**src/rtl/cpu_fetch_pkg.sv**
```systemverilog
// Shared constants, the instruction slot record and an alignment helper for the fetch stage.
package cpu_fetch_pkg;

    localparam logic [31:0] RESET_PC_DEFAULT = 32'h0000_0000;
    localparam logic [31:0] WORD_BYTES       = 32'd4;
    localparam logic [31:0] PC_R15_OFFSET    = 32'd8;

    typedef struct packed {
        logic [31:0] instr;
        logic [31:0] pc;
        logic        valid;
    } fetch_slot_t;

    // Branch targets are forced onto a word boundary.
    function automatic logic [31:0] word_align(input logic [31:0] addr);
        return {addr[31:2], 2'b00};
    endfunction

endpackage

```
**src/rtl/fetch_req_port.sv**
```systemverilog
// Instruction-memory handshake: owns the fetch PC, the single outstanding request,
// wrong-path discard and the sticky timeout flag. Reports accepted words upstream.
module fetch_req_port
    import cpu_fetch_pkg::*;
#(
    parameter logic [31:0] RESET_PC      = RESET_PC_DEFAULT,
    parameter int          FETCH_TIMEOUT = 16
) (
    input  logic        clk,
    input  logic        reset,
    input  logic        i_issue_ok,
    input  logic        i_redirect,
    input  logic [31:0] i_target,
    input  logic        i_imem_ack,
    output logic        o_accept,
    output logic [31:0] o_accept_addr,
    output logic        o_imem_req,
    output logic [31:0] o_imem_addr,
    output logic        o_fetch_err
);

    localparam int             CNT_W    = $clog2(FETCH_TIMEOUT + 1);
    localparam logic [CNT_W-1:0] CNT_MAX  = CNT_W'(FETCH_TIMEOUT);
    localparam logic [CNT_W-1:0] CNT_LAST = CNT_W'(FETCH_TIMEOUT - 1);

    // The request line doubles as the outstanding flag: it is held exactly until the ack.
    logic             r_req;
    logic [31:0]      r_addr;
    logic [31:0]      r_fpc;
    logic             r_discard;
    logic [CNT_W-1:0] r_cnt;
    logic             r_err;

    // A word is kept only if it is not a known wrong-path fetch and no redirect is retiring now.
    assign o_accept      = r_req & i_imem_ack & ~r_discard & ~i_redirect;
    assign o_accept_addr = r_addr;
    assign o_imem_req    = r_req;
    assign o_imem_addr   = r_addr;
    assign o_fetch_err   = r_err;

    // Request issue/complete, discard tracking, timeout counting and fetch-PC update.
    always_ff @(posedge clk) begin
        if (reset) begin
            r_req     <= 1'b0;
            r_addr    <= RESET_PC;
            r_fpc     <= RESET_PC;
            r_discard <= 1'b0;
            r_cnt     <= '0;
            r_err     <= 1'b0;
        end else begin
            if (r_req) begin
                if (i_imem_ack) begin
                    r_req     <= 1'b0;
                    r_cnt     <= '0;
                    r_discard <= 1'b0;
                    if (o_accept) begin
                        r_fpc <= r_fpc + WORD_BYTES;
                    end
                end else begin
                    if (r_cnt != CNT_MAX) begin
                        r_cnt <= r_cnt + 1'b1;
                    end
                    if (r_cnt == CNT_LAST) begin
                        r_err <= 1'b1;
                    end
                    if (i_redirect) begin
                        r_discard <= 1'b1;
                    end
                end
            end else if (i_issue_ok) begin
                // A redirect retiring this cycle sends the very next request to its target.
                r_req  <= 1'b1;
                r_addr <= i_redirect ? i_target : r_fpc;
            end
            if (i_redirect) begin
                r_fpc <= i_target;
            end
        end
    end

endmodule

```
**src/rtl/fetch_unit.sv**
```systemverilog
// Fetch stage top: current and prefetch instruction slots in front of decode,
// fed by the memory handshake port.
module fetch_unit
    import cpu_fetch_pkg::*;
#(
    parameter logic [31:0] RESET_PC      = RESET_PC_DEFAULT,
    parameter int          FETCH_TIMEOUT = 16
) (
    input  logic        clk,
    input  logic        reset,
    output logic        imem_req,
    output logic [31:0] imem_addr,
    input  logic        imem_ack,
    input  logic [31:0] imem_rdata,
    output logic [31:0] Instr,
    output logic        InstrValid,
    input  logic        InstrReady,
    output logic [31:0] PC,
    output logic [31:0] PCPlus8,
    input  logic        PCSrc,
    input  logic [31:0] Result,
    output logic        FetchErr
);

    fetch_slot_t r_cur;
    fetch_slot_t r_pre;

    logic        w_retire;
    logic        w_redirect;
    logic [31:0] w_target;
    logic        w_issue_ok;
    logic        w_accept;
    logic [31:0] w_accept_addr;

    assign w_retire   = r_cur.valid & InstrReady;
    assign w_redirect = w_retire & PCSrc;
    assign w_target   = word_align(Result);
    // Only fetch when the returning word is guaranteed a slot.
    assign w_issue_ok = ~(r_cur.valid & r_pre.valid & ~w_retire);

    fetch_req_port #(
        .RESET_PC      (RESET_PC),
        .FETCH_TIMEOUT (FETCH_TIMEOUT)
    ) u_req_port (
        .clk           (clk),
        .reset         (reset),
        .i_issue_ok    (w_issue_ok),
        .i_redirect    (w_redirect),
        .i_target      (w_target),
        .i_imem_ack    (imem_ack),
        .o_accept      (w_accept),
        .o_accept_addr (w_accept_addr),
        .o_imem_req    (imem_req),
        .o_imem_addr   (imem_addr),
        .o_fetch_err   (FetchErr)
    );

    assign Instr      = r_cur.instr;
    assign InstrValid = r_cur.valid;
    assign PC         = r_cur.pc;
    assign PCPlus8    = r_cur.pc + PC_R15_OFFSET;

    // Slot management: redirect flushes both slots, otherwise retire advances and acks fill.
    always_ff @(posedge clk) begin
        if (reset) begin
            r_cur <= '{instr: 32'h0, pc: RESET_PC, valid: 1'b0};
            r_pre <= '{instr: 32'h0, pc: RESET_PC, valid: 1'b0};
        end else if (w_redirect) begin
            r_cur.valid <= 1'b0;
            r_cur.pc    <= w_target;
            r_pre.valid <= 1'b0;
        end else begin
            if (w_retire) begin
                if (r_pre.valid) begin
                    // The prefetched word always sits at PC+4.
                    r_cur.instr <= r_pre.instr;
                    r_cur.pc    <= r_pre.pc;
                    r_pre.valid <= 1'b0;
                end else begin
                    r_cur.valid <= 1'b0;
                end
            end
            if (w_accept) begin
                if (~r_cur.valid | (w_retire & ~r_pre.valid)) begin
                    r_cur.instr <= imem_rdata;
                    r_cur.pc    <= w_accept_addr;
                    r_cur.valid <= 1'b1;
                end else begin
                    r_pre.instr <= imem_rdata;
                    r_pre.pc    <= w_accept_addr;
                    r_pre.valid <= 1'b1;
                end
            end
        end
    end

endmodule
```
**config.mk**
```make
export PLATFORM = sky130hd
export DESIGN_NAME = fetch_unit
export DESIGN_NICKNAME = d
export VERILOG_FILES = /design/src/rtl/cpu_fetch_pkg.sv /design/src/rtl/fetch_req_port.sv /design/src/rtl/fetch_unit.sv
export SDC_FILE = /design/constraint.sdc
export NUM_CORES = 1
export LEC_CHECK = 0
export BUFFER_PORTS_ARGS = -buffer_cell sky130_fd_sc_hd__buf_2
export CAP_MARGIN = 20
export CORE_MARGIN = 2
export CORE_UTILIZATION = 42
export CTS_CLUSTER_SIZE = 30
export DETAILED_ROUTE_END_ITERATION = 10
export SETUP_SLACK_MARGIN = 0.3
export SLEW_MARGIN = 20
export SYNTH_ARGS = -nofsm -noshare
export SYNTH_HDL_FRONTEND = slang
export SYNTH_HIERARCHICAL = 1
export SYNTH_SLANG_ARGS = --single-unit
```
**constraint.sdc**
```tcl
create_clock -name clk -period 3.7 [get_ports clk]
set_input_delay 0.185 -clock clk [delete_from_list [all_inputs] [get_ports clk]]
set_output_delay 0.185 -clock clk [all_outputs]
set_load 0.05 [all_outputs]
```
==> metrics.txt, run 1 <==
status=finished clean; Final Hold Vio Count=0; Final Cell Area=11600 um^2; fin util=52.9%; Max-cap violations=0; grt ovf=0; Least-Margin Pin Slew=1050 ps; EDFF count, synth=0; Mapped Cells=1165; share of the synthesized area in the top cell type=42.9%; most frequent cells in the layout=dfxtp_1 (202), nand2_1 (198), buf_2 (196), nor2_1 (101), a21oi_1 (74); HP Class=in -> reg; Final Setup Violations=0; final layout net count=1418; fmax=337 MHz; adder-cell share of the synthesized area=0.663%; Final Skew=6.68 ps; pwr dens=462 nW/um^2; simple logic cell fraction of the synthesized area=21.1%; worst hold slack=22.7 ps; crit path max fanout=7; Leak=4.54 nW; met1 usage=33.3%; vias in the first global route=8325; Core ar.=22000 um^2; Logic pwr share=16.9%; Port Buf Inserts=197; register area share after synthesis=42.9%; CP Launch Type=register; placed insts=1537; Root Buffer=clkbuf_16; Critical Path RT=3510 ps; Synth cell types=60; initial DRC count=643; drt first pass iters=5; Post-CTS Resized=0; final wirelength=28.7 mm; largest area contributor in the netlist=dfxtp_1; largest family of logic cells by synthesized area=compound AO/OA/AOI/OAI gates; CTS Buf Count=23; overall power=5.36 mW; fraction of registers with async set/reset=0%; Clock Power Share=38.7%; commonest non-fill, non-tap cell in the layout=dfxtp_1; RSZ-0062 raised after global routing=false; DRC errors left=0; I/O Pins=200; NetSw=1.64 mW; Synth Warn #=6; Seq pwr share=44.4%; Rows=54; Crit Path Category=reg -> out; max-slew violations=0; FF+latch count, synth=202; VDD IR-drop max=0.250 mV; wire per inst=17.5 um; global-route wire length before repair=45.6 mm; pre-CTS setup slack=1000 ps; Cell Area, Synth=9430 um^2; routed vias/inst=5.56; post-route insts no fill=1636; GR Util met3=3.18%; dpl cell area=10300 um^2; compound-gate portion of the synthesized area=21.2%; Clk pin slew, worst setup/hold paths=60 ps; DRT antenna net count=0; Inserted Diodes=0; synthesized area per cell=8.10 um^2; XOR/XNOR Fraction of Synth Area=3.44%; slew margin rel.=29.5%; Setup crit end kind=primary output; layout overhead on the synthesized area=23.1%; WP data arrival=2780 ps; hpwl dp=19.3 mm; worst skew pair latency=500 ps; Net Sw Frac=30.6%; Top Usage Layer GRT=met2; Horiz. Die Dim=154 um; mux share of post-synthesis cell area=2.12%; grt met2 use=36.6%; CTS Sinks=202; # H-tree levels=1; Final Cycle Share=80.2%; crit path time final=2970 ps; antenna violations before repair=0; clock tree buffer depth=3; Final GP Congestion=0.866; final worst slack=731 ps; Initial Util=43.0%; largest net degree at the start of global routing=62; via count=9093; top post-synthesis cells by area=dfxtp_1 (43%), nand2_1 (7.9%), nor2_1 (4.1%); die area=23700 um^2; P_int=3.72 mW; TritonCTS clock tree=built; Total GRT Usage=23.3%; setup TNS=0 ps; layout cells sized above 1=19.4%; Vert. Die Dim=154 um; ys flop type=dfxtp_1
==> layout make-up <==
class / instances / area (um^2)
Clock buffer: 33 / 643
Clock inverter: 4 / 23.8
Fill cell: 2118 / 10300
Inverter: 48 / 180
Multi-Input combinational cell: 791 / 4620
Sequential cell: 202 / 4040
Tap cell: 280 / 350
Timing Repair Buffer: 278 / 1750
==> worst paths after layout <==
kind                                            start          end  slack, ps  depth (start not counted)
worst max-delay path                            PC[6]  PCPlus8[12]        730                          5
worst min-delay path                        Result[6]        PC[6]         20                          3
worst max register to register  u_req_port/o_imem_req    r_pre[11]        980                          8
worst min register to register               r_pre[9]     r_pre[9]        450                          2
==> synth_stat cells (10+ instances only) <==
| cell type | count |
|---|---|
| clkbuf_1 | 63 |
| dfxtp_1 | 202 |
| nor2_1 | 102 |
| buf_4 | 37 |
| a311oi_1 | 18 |
| mux2i_1 | 20 |
| inv_1 | 48 |
| nor3_1 | 14 |
| nand4_1 | 22 |
| nor4_1 | 10 |
| a211oi_1 | 33 |
| nand2_1 | 198 |
| o22ai_1 | 30 |
| xnor2_1 | 27 |
| a21oi_1 | 74 |
| o21ai_0 | 43 |
| a221oi_1 | 31 |
| xor2_1 | 10 |
| o221ai_1 | 32 |
| buf_2 | 10 |
| nand3_1 | 21 |
| buf_1 | 13 |
==> logic make-up after synthesis <==
family / count (synthesis)
other: 1
buffers and inverters: 173
AOI/OAI and AO/OA: 297
muxes: 20
adders and majority gates: 5
and+or+nand+nor: 430
xor gates and xnor gates: 37
DFF: 202
==> timing repair <==
item | CTS | global route
hold endpoints to repair | 81 | 0
hold buffers | 62 | 0
setup buffers | 0 | 0
==> power groups by stage <==
stage	clock network, mW	logic (mW)	registers, mW
after floorplan	0	0.479	2.58
after global placement	0	0.851	2.42
after detailed placement	0	0.853	2.43
after CTS	2.12	0.906	2.38
after global routing	2.21	0.962	2.39
final	2.08	0.905	2.38
==> state kept, by name, summed over array words and instances, names as in the netlist <==
signal / flops
u_req_port/o_fetch_err: 1
PC: 32
u_req_port/r_fpc: 32
u_req_port/o_accept_addr: 32
InstrValid: 1
u_req_port/r_discard: 1
r_pre: 65
u_req_port/r_cnt: 5
Instr: 32
u_req_port/o_imem_req: 1
==> routing by layer <==
| metal | wire, um | part of all wire [%] | vias to the layer above |
|---|---|---|---|
| met4 | 724 | 2.5 | 0 |
| met2 | 13000 | 45 | 255 |
| met5 | 0 | 0 | - |
| met1 | 13500 | 47 | 4304 |
| met3 | 1470 | 5.1 | 45 |
| li1 | - | - | 4489 |
==> critical path: stages, from the launching register on <==
cell and delay, ps:
dfxtp_1 480, nand4_1 290, nor2_1 770, and4_2 340, xor2_1 140, buf_2 280
No activity file was read; power rests on OpenSTA's default activity.
==> run 2, diff against run 1 <==
Settings changed: ABC_AREA set to 1.
Clock period 3.7 ns to 2.9 ns, I/O delays scaled along.
==> metrics.txt, run 2 <==
clock tree buffer depth=3 (unchanged); drt first pass iters=6 (+1); compound-gate portion of the synthesized area=10.3% (-11 points); simple logic cell fraction of the synthesized area=38.9% (+18 points); DRT antenna net count=0 (unchanged); Rows=61 (+13%); RSZ-0062 raised after global routing=false; routed vias/inst=5.20 (-6.4%); Least-Margin Pin Slew=850 ps (-198 ps); global-route wire length before repair=62.7 mm (+38%); Synth top cells by count=nand2_1 (661), inv_1 (232), dfxtp_1 (202); VDD IR-drop max=0.408 mV (+63%); Horiz. Die Dim=171 um (+11%); antenna violations before repair=0 (unchanged); Critical Path RT=2760 ps (-750 ps); Synth cell types=37 (-38%); pre-CTS setup slack=585 ps (-418 ps); most frequent cells in the layout=nand2_1 (658), inv_1 (229), dfxtp_1 (202), buf_2 (197), a21oi_1 (144); Leak=6.75 nW (+49%); ys flop type=dfxtp_1; initial DRC count=1146 (+78%); HP Start=reset; crit path time final=2480 ps; worst hold slack=70.0 ps (+47.3 ps); setup TNS=0 ps (unchanged); grt ovf=0 (unchanged); slew margin rel.=43.4% (+14 points); synthesized area per cell=6.19 um^2 (-24%); Total GRT Usage=26.9% (+3.6 points); max FFs per register=65 (unchanged); # H-tree levels=1 (unchanged); Max-cap violations=0 (unchanged); wire per inst=16.4 um (-6.7%); final layout net count=2136 (+51%); largest family of logic cells by synthesized area=simple AND/OR/NAND/NOR gates; pwr dens=542 nW/um^2 (+17%); Initial Util=42.5% (-0.48 points); Clk pin slew, worst setup/hold paths=60 ps (about the same); R2R Setup Slk=550 ps (-430 ps); CTS Sinks=202 (unchanged); largest area contributor in the netlist=dfxtp_1; count leader, synth=nand2_1; EDFF count, synth=0 (unchanged); Final GP Congestion=0.949 (+9.6%); mux share of post-synthesis cell area=0.171% (-2.0 points); HP Class=in -> reg; fmax=403 MHz; WHS Path Cells=2 (-1); layout cells sized above 1=14.7% (-4.7 points); fraction of registers with async set/reset=0% (unchanged); fin util=51.3% (-1.6 points); Crit Path Category=reg -> out; worst hold endpoint=u_req_port/r_fpc[1]; Final Skew=17.1 ps (+10.4 ps); Filler cells=2911 (+37%); r2r endpoint=PC[14]; commonest non-fill, non-tap cell in the layout=nand2_1; CP Launch Type=register; Mapped Cells=1896 (+63%); final wirelength=40.2 mm (+40%); Port Buf Inserts=197 (unchanged); die area=29300 um^2 (+24%); share of the synthesized area in the top cell type=34.5% (-8.4 points); Core ar.=27600 um^2 (+26%); CTS Buf Count=25 (+8.7%); TritonCTS clock tree=built; Final Cycle Share=85.6%; placed insts=2349 (+53%); status=finished clean; Final Hold Vio Count=0 (unchanged); Synth Warn #=6 (unchanged); final worst slack=418 ps (-313 ps); Cell Area, Synth=11700 um^2 (+24%); Worst R2R Path Depth=10 (+2); DRC errors left=0 (unchanged); I/O Pins=200 (unchanged); FF+latch count, synth=202 (unchanged); Inserted Diodes=0 (unchanged); Worst R2R Start=InstrValid; top post-synthesis cells by area=dfxtp_1 (34%), nand2_1 (21%), inv_1 (7.4%); largest net degree at the start of global routing=70 (+13%); Vert. Die Dim=171 um (+11%); XOR/XNOR Fraction of Synth Area=1.34% (-2.1 points); adder-cell share of the synthesized area=0.533% (-0.13 points); Final Setup Violations=0 (unchanged); max-slew violations=0 (unchanged); via count=12.8k (+41%); crit path from=PC[10]; Setup crit end kind=primary output; vias in the first global route=11.5k (+38%); post-route insts no fill=2458 (+50%); WP data arrival=2340 ps (-440 ps); worst skew pair latency=520 ps (+20 ps); hpwl dp=26.7 mm (+38%); crit path max fanout=5 (-2); layout overhead on the synthesized area=20.7%; register area share after synthesis=34.5% (-8.4 points); Root Buffer=clkbuf_16; Largest Register=r_pre
-- run 2: cell types whose count changed after synthesis, sizes merged, moves of 23 or more --
cell,previous run,this run
nor2,104,127
a211oi,33,1
nand4,24,132
nand2,198,668
o22ai,30,1
nand3,21,111
buf,60,98
a21oi,75,144
inv,48,234
o221ai,32,0
a221oi,31,0
-- run 2: timing repair --
action | 4_1_cts | 5_1_grt
setup endpoints to repair | 0 | 1
hold buffers | 64 | 0
hold endpoints to repair | 84 | 0
resized for setup | 0 | 1
buffers inserted | 0 | 0
-- run 2: routing by layer --
layer / vias up / share of wire, % / global-route usage, %
li1: 6355 / - / -
met1: 5921 / 47 / 39.2
met2: 445 / 43 / 41.5
met3: 64 / 6.9 / 3.64
met4: 0 / 2.8 / 7.52
met5: - / 0 / 0
-- run 2: worst max-delay path, cell delays in order, from the launching register on --
cell and delay (ps):
dfxtp_1 570, nand2_1 150, nor2_1 250, nand2_1 110, nor2_1 240, xor2_1 220
buf_2 290
-- run 2: logic make-up (layout without fill, tap and decap cells) --
logic type	count (synthesis)	after routing
XOR/XNOR	18	18
multiplexers	2	2
AND/OR/NAND/NOR	1052	1052
flip-flops	202	202
buffers and inverters	384	567
AO/OA/AOI/OAI	232	232
adder cells (fa/ha/maj)	5	5
other	1	2
-- run 2: cell type report --
class                   instances  area (um^2)  share of cell area, %
clock buffers                  35          733                   5.18
clock inverters                10          103                  0.724
inverters                     234          883                   6.24
multi-input cells            1311         6050                   42.7
flip-flops and latches        202         4040                   28.6
well taps                     378          473                   3.34
repair buffers                288         1880                   13.3
-- run 2: worst max path at each step --
| stage | to | slack, ps |
|---|---|---|
| floorplan | r_pre[15] | 390 |
| global placement | PC[17] | 590 |
| detailed placement | PC[14] | 580 |
| CTS | PCPlus8[17] | 330 |
| global route | PCPlus8[13] | 310 |
| finish | PCPlus8[13] | 420 |
-- run 2: report_power, final --
group	internal (mW)	total [mW]	switching (mW)
registers	2.91	3.09	0.178
clock network	1.93	3.16	1.23
logic	0.404	1.44	1.03
-- run 2: stage by stage --
stage / total power [mW] / instance area [um^2]
after CTS: 7.73 / 14200
after global placement: 4.50 / 12700
final: 7.68 / 14200
after detailed placement: 4.51 / 12700
after global routing: 7.98 / 14200
after floorplan: 4.13 / 11700
